==> config.mk <==
export PLATFORM = sky130hd
export DESIGN_NAME = mem_port_arbiter
export DESIGN_NICKNAME = d
export VERILOG_FILES = /design/src/rtl/riscv_mem_pkg.sv /design/src/rtl/mem_tag_pipe.sv /design/src/rtl/mem_port_arbiter.sv
export SDC_FILE = /design/constraint.sdc
export NUM_CORES = 1
export LEC_CHECK = 0
export BUFFER_PORTS_ARGS = -buffer_cell sky130_fd_sc_hd__buf_2
export CAP_MARGIN = 10
export CORE_AREA = 2 2 105 107
export DETAILED_ROUTE_END_ITERATION = 10
export DIE_AREA = 0 0 107 109
export PLACE_DENSITY_LB_ADDON = 0.2
export SYNTH_ARGS = -nofsm -noshare
export SYNTH_HDL_FRONTEND = slang
export SYNTH_SLANG_ARGS = --single-unit
==> constraint.sdc <==
create_clock -name clk -period 1.9 [get_ports clk]
set_clock_uncertainty 0.05 [all_clocks]
set_input_delay 0.38 -clock clk [delete_from_list [all_inputs] [get_ports clk]]
set_output_delay 0.38 -clock clk [all_outputs]
set_load 0.1 [all_outputs]
==> src/rtl/riscv_mem_pkg.sv <==
// Shared types and constants for the unified instruction/data memory port.
// Owner tags record which port issued each in-flight memory access.
package riscv_mem_pkg;

    typedef enum logic [1:0] {
        OWN_NONE = 2'd0,
        OWN_IF   = 2'd1,
        OWN_DRD  = 2'd2
    } mem_owner_e;

    localparam int unsigned MEM_LAT_DEFAULT = 1;
    localparam int unsigned STARVE_W        = 4;

    // A flushed fetch keeps its slot in the pipe but loses its response.
    function automatic mem_owner_e drop_fetch(input mem_owner_e tag);
        return (tag == OWN_IF) ? OWN_NONE : tag;
    endfunction

endpackage

==> src/rtl/mem_tag_pipe.sv <==
// Fixed-depth shift register of owner tags tracking accesses through the memory latency.
// Flush rewrites every fetch tag, including the one being pushed, to OWN_NONE.
module mem_tag_pipe
    import riscv_mem_pkg::*;
#(
    parameter int unsigned DEPTH = MEM_LAT_DEFAULT
) (
    input  logic       clk,
    input  logic       clr,
    input  logic       flush,
    input  mem_owner_e push_tag,
    output mem_owner_e out_tag
);

    mem_owner_e stage [DEPTH];

    always_ff @(posedge clk) begin
        if (clr) begin
            for (int unsigned i = 0; i < DEPTH; i++) begin
                stage[i] <= OWN_NONE;
            end
        end else begin
            stage[0] <= flush ? drop_fetch(push_tag) : push_tag;
            for (int unsigned i = 1; i < DEPTH; i++) begin
                stage[i] <= flush ? drop_fetch(stage[i-1]) : stage[i-1];
            end
        end
    end

    assign out_tag = stage[DEPTH-1];

endmodule

==> src/rtl/mem_port_arbiter.sv <==
// Arbitrates fetch and data ports onto one fixed-latency memory, data first with a
// starvation guard for fetch, and routes each read response back to its issuer.
module mem_port_arbiter
    import riscv_mem_pkg::*;
#(
    parameter int unsigned MEM_LAT    = MEM_LAT_DEFAULT,
    parameter int unsigned STARVE_MAX = 3
) (
    input  logic        clk,
    input  logic        rst,
    input  logic        if_req_i,
    input  logic [31:0] if_addr_i,
    input  logic        if_flush_i,
    output logic        if_gnt_o,
    output logic        if_rvalid_o,
    output logic [31:0] if_rdata_o,
    input  logic        d_req_i,
    input  logic [31:0] d_addr_i,
    input  logic [3:0]  d_we_i,
    input  logic [31:0] d_wdata_i,
    output logic        d_gnt_o,
    output logic        d_rvalid_o,
    output logic [31:0] d_rdata_o,
    output logic        mem_req_o,
    output logic [31:0] mem_addr_o,
    output logic [3:0]  mem_we_o,
    output logic [31:0] mem_wdata_o,
    input  logic [31:0] mem_rdata_i
);

    logic [STARVE_W-1:0] starve_cnt;
    logic                fetch_first;
    mem_owner_e          push_tag;
    mem_owner_e          out_tag;

    always_comb begin
        fetch_first = (starve_cnt == STARVE_W'(STARVE_MAX));
        if_gnt_o    = !rst && if_req_i && (!d_req_i || fetch_first);
        d_gnt_o     = !rst && d_req_i && !(if_req_i && fetch_first);
        mem_req_o   = if_gnt_o | d_gnt_o;
        mem_addr_o  = if_gnt_o ? if_addr_i : d_addr_i;
        mem_we_o    = d_gnt_o ? d_we_i : '0;
        mem_wdata_o = d_wdata_i;
    end

    always_comb begin
        push_tag = OWN_NONE;
        if (if_gnt_o) begin
            push_tag = OWN_IF;
        end else if (d_gnt_o && (d_we_i == '0)) begin
            push_tag = OWN_DRD;
        end
    end

    always_ff @(posedge clk) begin
        if (rst) begin
            starve_cnt <= '0;
        end else if (if_req_i && !if_gnt_o) begin
            if (starve_cnt != '1) begin
                starve_cnt <= starve_cnt + 1'b1;
            end
        end else begin
            starve_cnt <= '0;
        end
    end

    mem_tag_pipe #(
        .DEPTH(MEM_LAT)
    ) u_tag_pipe (
        .clk      (clk),
        .clr      (rst),
        .flush    (if_flush_i),
        .push_tag (push_tag),
        .out_tag  (out_tag)
    );

    // Flush also kills a fetch response emerging in the same cycle.
    always_comb begin
        if_rvalid_o = !rst && (out_tag == OWN_IF) && !if_flush_i;
        d_rvalid_o  = !rst && (out_tag == OWN_DRD);
        if_rdata_o  = mem_rdata_i;
        d_rdata_o   = mem_rdata_i;
    end

endmodule

# Word level (Yosys, flattened, before mapping)
# Memory sizes are Yosys's and may differ from the RTL's.
# Index checks and enable logic that the tools add are counted.
[op_classes]
n_addsub = 1
eq_ne = 5
mux = 11
bitwise_logic = 2
n_reduce_logical = 19
[op_table]
columns = ["op", "count"]
rows = [
  ["$mux W32", 1],
  ["$logic_and A1 B1 Y1", 10],
  ["$mux W2", 5],
  ["$logic_not A1 Y1", 5],
  ["$add A4 B1 Y4 const B", 1],
  ["$eq A2 B1 Y1 const B", 2],
  ["$eq A4 B2 Y1 const B", 1],
  ["$logic_not A4 Y1", 1],
  ["$mux W1", 4],
  ["$mux W4", 1],
  ["$ne A4 B4 Y1 const B", 1],
  ["$reduce_or A2 Y1", 2],
  ["$eq A2 B2 Y1 const B", 1],
  ["$logic_or A1 B1 Y1", 1],
  ["$not A1 Y1", 1],
  ["$or A1 B1 Y1", 1],
]
[totals]
ff_bits = 4
mem_bits_rw = 2
input_bits = 137
output_inout_bits = 137
mem_count = 1
[mem_list]
columns = ["name", "depth", "width", "read_ports", "rd_ports_with_merged_regs", "wr", "line", "text"]
rows = [
  ["u_tag_pipe.stage", 1, 2, 1, 0, 1, "mem_tag_pipe.sv:15", "mem_owner_e stage [DEPTH];"],
]

# Longest topological paths before layout
[depth]
word_depth = 11
depth_mapped = 6

# Modules after synthesis
# Synthesis repeated with hierarchy kept, for this count alone.
[unflattened]
cells_unflattened = 177
hier_area_um2 = 1635.3
[by_module_without_submodules]
columns = ["mod", "instances", "cells_each", "area_each_um2", "seq_area_each_um2"]
rows = [
  ["mem_port_arbiter", 1, 172, 1570.3, 80.1],
  ["mem_tag_pipe", 1, 5, 65.1, 40.0],
]

# Worst setup path before layout
# Ideal clock, no wire load.
[synth_path]
kind = "reg2out"
start = "register starve_cnt[0]"
end = "output mem_we_o[0]"
arrival_time_ns = 4.183
t_required_ns = 1.470
path_slack_ns = -2.713
path_stages_with_launch = 5
n_path_buf = 0
path_cell_list = "dfxtp_1 > ha_1 > nor3b_2 > a211oi_1 > and2_1"
[synth_via]
elab_chain_len = 5
[synth_lines]
columns = ["element", "line", "text"]
rows = [
  ["start: declaration", "mem_port_arbiter.sv:31", "logic [STARVE_W-1:0] starve_cnt;"],
  ["start signal: assignment", "mem_port_arbiter.sv:60", "starve_cnt <= starve_cnt + 1'b1;"],
  ["$eq A4 B2 Y1", "mem_port_arbiter.sv:37", "fetch_first = (starve_cnt == STARVE_W'(STARVE_MAX));"],
  ["$logic_and A1 B1 Y1", "mem_port_arbiter.sv:39", "d_gnt_o = !rst && d_req_i && !(if_req_i && fetch_first);"],
  ["$logic_not A1 Y1", "mem_port_arbiter.sv:39", ""],
  ["$logic_and A1 B1 Y1", "mem_port_arbiter.sv:39", ""],
  ["via d_gnt_o", "mem_port_arbiter.sv:21", "output logic d_gnt_o,"],
  ["$mux W4", "mem_port_arbiter.sv:42", "mem_we_o = d_gnt_o ? d_we_i : '0;"],
  ["end: declaration", "mem_port_arbiter.sv:26", "output logic [3:0] mem_we_o,"],
]
# The timed path passes the listed nets, and every way through them passes these cells.

# Worst setup path after layout
[layout_path]
start = "register starve_cnt[0]"
end = "output mem_addr_o[11]"
[layout_via]
elab_chain_len = 4
[layout_lines]
columns = ["element", "line", "text"]
rows = [
  ["$eq A4 B2 Y1", "mem_port_arbiter.sv:37", ""],
  ["$logic_or A1 B1 Y1", "mem_port_arbiter.sv:38", "if_gnt_o = !rst && if_req_i && (!d_req_i || fetch_first);"],
  ["$logic_and A1 B1 Y1", "mem_port_arbiter.sv:38", ""],
  ["$mux W32", "mem_port_arbiter.sv:41", "mem_addr_o = if_gnt_o ? if_addr_i : d_addr_i;"],
  ["end: declaration", "mem_port_arbiter.sv:25", "output logic [31:0] mem_addr_o,"],
]
# No other way between the ends.

==> results.toml <==
[sta]
slew_viol_final = 0
rsz0062_at_grt = "true"
fin_crit_ps = 2300
max_freq_ghz = 0.435
finalCritPeriodShare = 1.21
setup_violations = 38
relSlewSlack = 0.812
hold_viol_final = 0
worst_slew_pin_slew_ps = 282
post-route-worst-setup-slack_ps = -399

[floorplan]
die_area_mm2 = 0.0117
rows = 38
core-area_mm2 = 0.0106
initial_core_util = 0.152
io_pins = 274
fp.dieW_um = 107
fp.dieH_um = 109

[power_and_ir_drop]
leakage_uw = 0.00117
p_per_area_mw_per_mm2 = 495
power_uw = 1240
vdd_drop_max_mv = 0.190

[global_routing]
grt_overflow_total = 0
grt_pass1_wl_um = 6460
grt_use_total = 0.0728
antenna_found_initial = 0
grt_start_max_net_pins = 16
grt_pass1_vias = 1218

[synth]
synth_top_family_by_area = "buffers and inverters"
synth_cell_type_count = 28
yosysTopAreaCellShare = 0.448
syn_area_mm2 = 0.00161
synth-compound-area-share = 0.0326
synth-seq-cells = 6
synth_mux_area_frac = 0.295
synth-simple-area-share = 0.0878
yosysWarnings = 0
netlist_instances = 175
synthXorXnorAreaFrac = 0
ys_seq_area_frac = 0.0746
synth_nets = 313
synth-adder-area-share = 0.00777
syn_avg_cell_area_um2 = 9.20
yosys.area.top_type = "buf_4"
synth_area_leaders = "buf_4 45%, mux2_4 26%, dfxtp_1 7.5%, buf_12 3.7%, mux2_2 2.8%"

[run]
maxCapViolCount = 0

[drt]
wl_per_cell_um = 13.9
wirelength_um = 4820
drtAntennaViolNets = 0
drc = 0
post_drt_via_cell_ratio = 3.42
drt_pass1_iterations = 4
drtIter0Drc = 40
vias = 1187

[critical_path]
reg2reg_depth = 5
crit_type = "register to primary output"
cp.arrival_ps = 1870
r2r_start = "starve_cnt[0]"
crit_path_max_fanout = 5
critPathCaptureType = "primary output"
ff2ff_setup_slack_ps = 520
startpoint_type = "register"
reg2reg_to = "u_tag_pipe.stage[0][1]"
cp.required_ps = 1470

[outcome]
status = "finished, violations left"
violations = "setup timing"

[clock_tree]
clockBufferDepth = 2
clock_latency_ps = 220
cts_buffers = 3
clk_pin_slew_worst_paths_ps = 40
clock-sinks = 6
cts_tree = "yes"
root_buffer = "clkbuf_8"
cts_max_level = 1
cts_hold_buf = 0

[worst_hold_path]
worstHoldStart = "if_flush_i"
hold_path.class = "input port to register"
hold_depth = 2
min_to = "u_tag_pipe.stage[0][0]"

[placed_design]
port_buffers = 113
globalplace.congestion = 0.670
placedCellCount = 340
dpl-instance-area_mm2 = 0.00196
hpwl_um = 3710

[cells_and_area]
final_cell_mix = "72 x buf_2, 44 x buf_12, 32 x mux2_4, 12 x buf_4"
final_common_cell = "buf_2"
fin_nets = 347
finalNonFillerCells = 347
antenna_cells = 0
area_growth_pct = 55.9
postLayoutCellArea_mm2 = 0.00251
drive_above_1_share = 0.865
fillers = 1091
metrics by stage:
step | utilization | setup TNS, ps | setup WS (ps) | hold WS [ps]
floorplan | - | -8650 | -671 | 402
global placement | 0.185 | -6840 | -249 | 553
detailed placement | 0.185 | -7760 | -278 | 555
CTS | 0.236 | -13120 | -426 | 322
global route | 0.237 | -14160 | -444 | 320
finish | 0.237 | -11740 | -399 | 327
what timing repair did:
item	4_1_cts	5_1_grt
resized for setup	115	0
pin swaps	5	1
setup endpoints to repair	38	38
hold endpoints to repair	0	0
cloned	2	0
buffers inserted	1	1
state kept, by name, indices dropped and copies added (netlist names):
register	flops
starve_cnt	4
u_tag_pipe.stage	2
where the power goes:
| group | internal (µW) | switching [µW] | total (µW) |
|---|---|---|---|
| clock | 136 | 48.8 | 184 |
| sequential | 129 | 1.75 | 131 |
| combinational | 376 | 552 | 928 |
| total | 640 | 603 | 1240 |
final cells by class:
cell class / count / area [µm²] / share of cell area
tap: 140 / 175 / 0.0698
timing repair buffer: 130 / 1390 / 0.552
inverter: 3 / 11.3 / 0.00448
sequential: 6 / 123 / 0.0488
multi-input combinational: 65 / 774 / 0.308
clock buffer: 3 / 41.3 / 0.0164
logic make-up after synthesis:
kind of cell / after synthesis
buf+inv: 104
mux: 33
simple gates: 23
compound gates: 8
flops: 6
fa+ha+maj: 1
layer usage:
layer | routed length (µm) | up-vias | GRT usage | share of wire
li1 | - | 546 | - | -
met1 | 1530 | 538 | 0.0620 | 0.32
met2 | 2520 | 99 | 0.143 | 0.52
met3 | 731 | 4 | 0.0424 | 0.15
met4 | 36 | 0 | 0.0204 | 0.0075
met5 | 0 | - | 0 | 0
cell usage after synthesis:
| cell | instances |
|---|---|
| a31oi_1 | 2 |
| o21bai_1 | 1 |
| mux2_2 | 4 |
| nor3b_2 | 1 |
| dfxtp_1 | 6 |
| nor2b_1 | 1 |
| nor4b_1 | 1 |
| o21ai_0 | 2 |
| inv_1 | 3 |
| ha_1 | 1 |
| buf_6 | 1 |
| buf_4 | 96 |
| nor3b_1 | 2 |
| and3_1 | 2 |
| and2_1 | 4 |
| o211a_1 | 1 |
| nor3_1 | 2 |
| nand3b_1 | 1 |
| a21oi_1 | 1 |
| mux2i_1 | 1 |
| buf_12 | 3 |
| mux2_4 | 28 |
| and2b_2 | 1 |
| clkbuf_2 | 1 |
| nor2_1 | 5 |
| nand4_1 | 1 |
| a211oi_1 | 1 |
| nand3_1 | 2 |
worst max path at each step:
| stage | startpoint | endpoint | slack (ps) |
|---|---|---|---|
| 2_1_floorplan | starve_cnt[0] | mem_we_o[0] | -670 |
| 3_3_place_gp | starve_cnt[1] | mem_addr_o[1] | -250 |
| 3_5_place_dp | starve_cnt[1] | mem_addr_o[1] | -280 |
| 4_1_cts | starve_cnt[0] | mem_addr_o[2] | -430 |
| 5_1_grt | starve_cnt[0] | mem_addr_o[11] | -440 |
| 6_report | starve_cnt[0] | mem_addr_o[11] | -400 |
critical path, stage by stage, from the launching register on:
cell and delay (ps):
dfxtp_2 320, ha_4 150, nor3b_4 140, o211a_4 270
buf_12 140, buf_16 130, mux2_4 320, buf_12 170
Power figures use the tool's default switching activity.
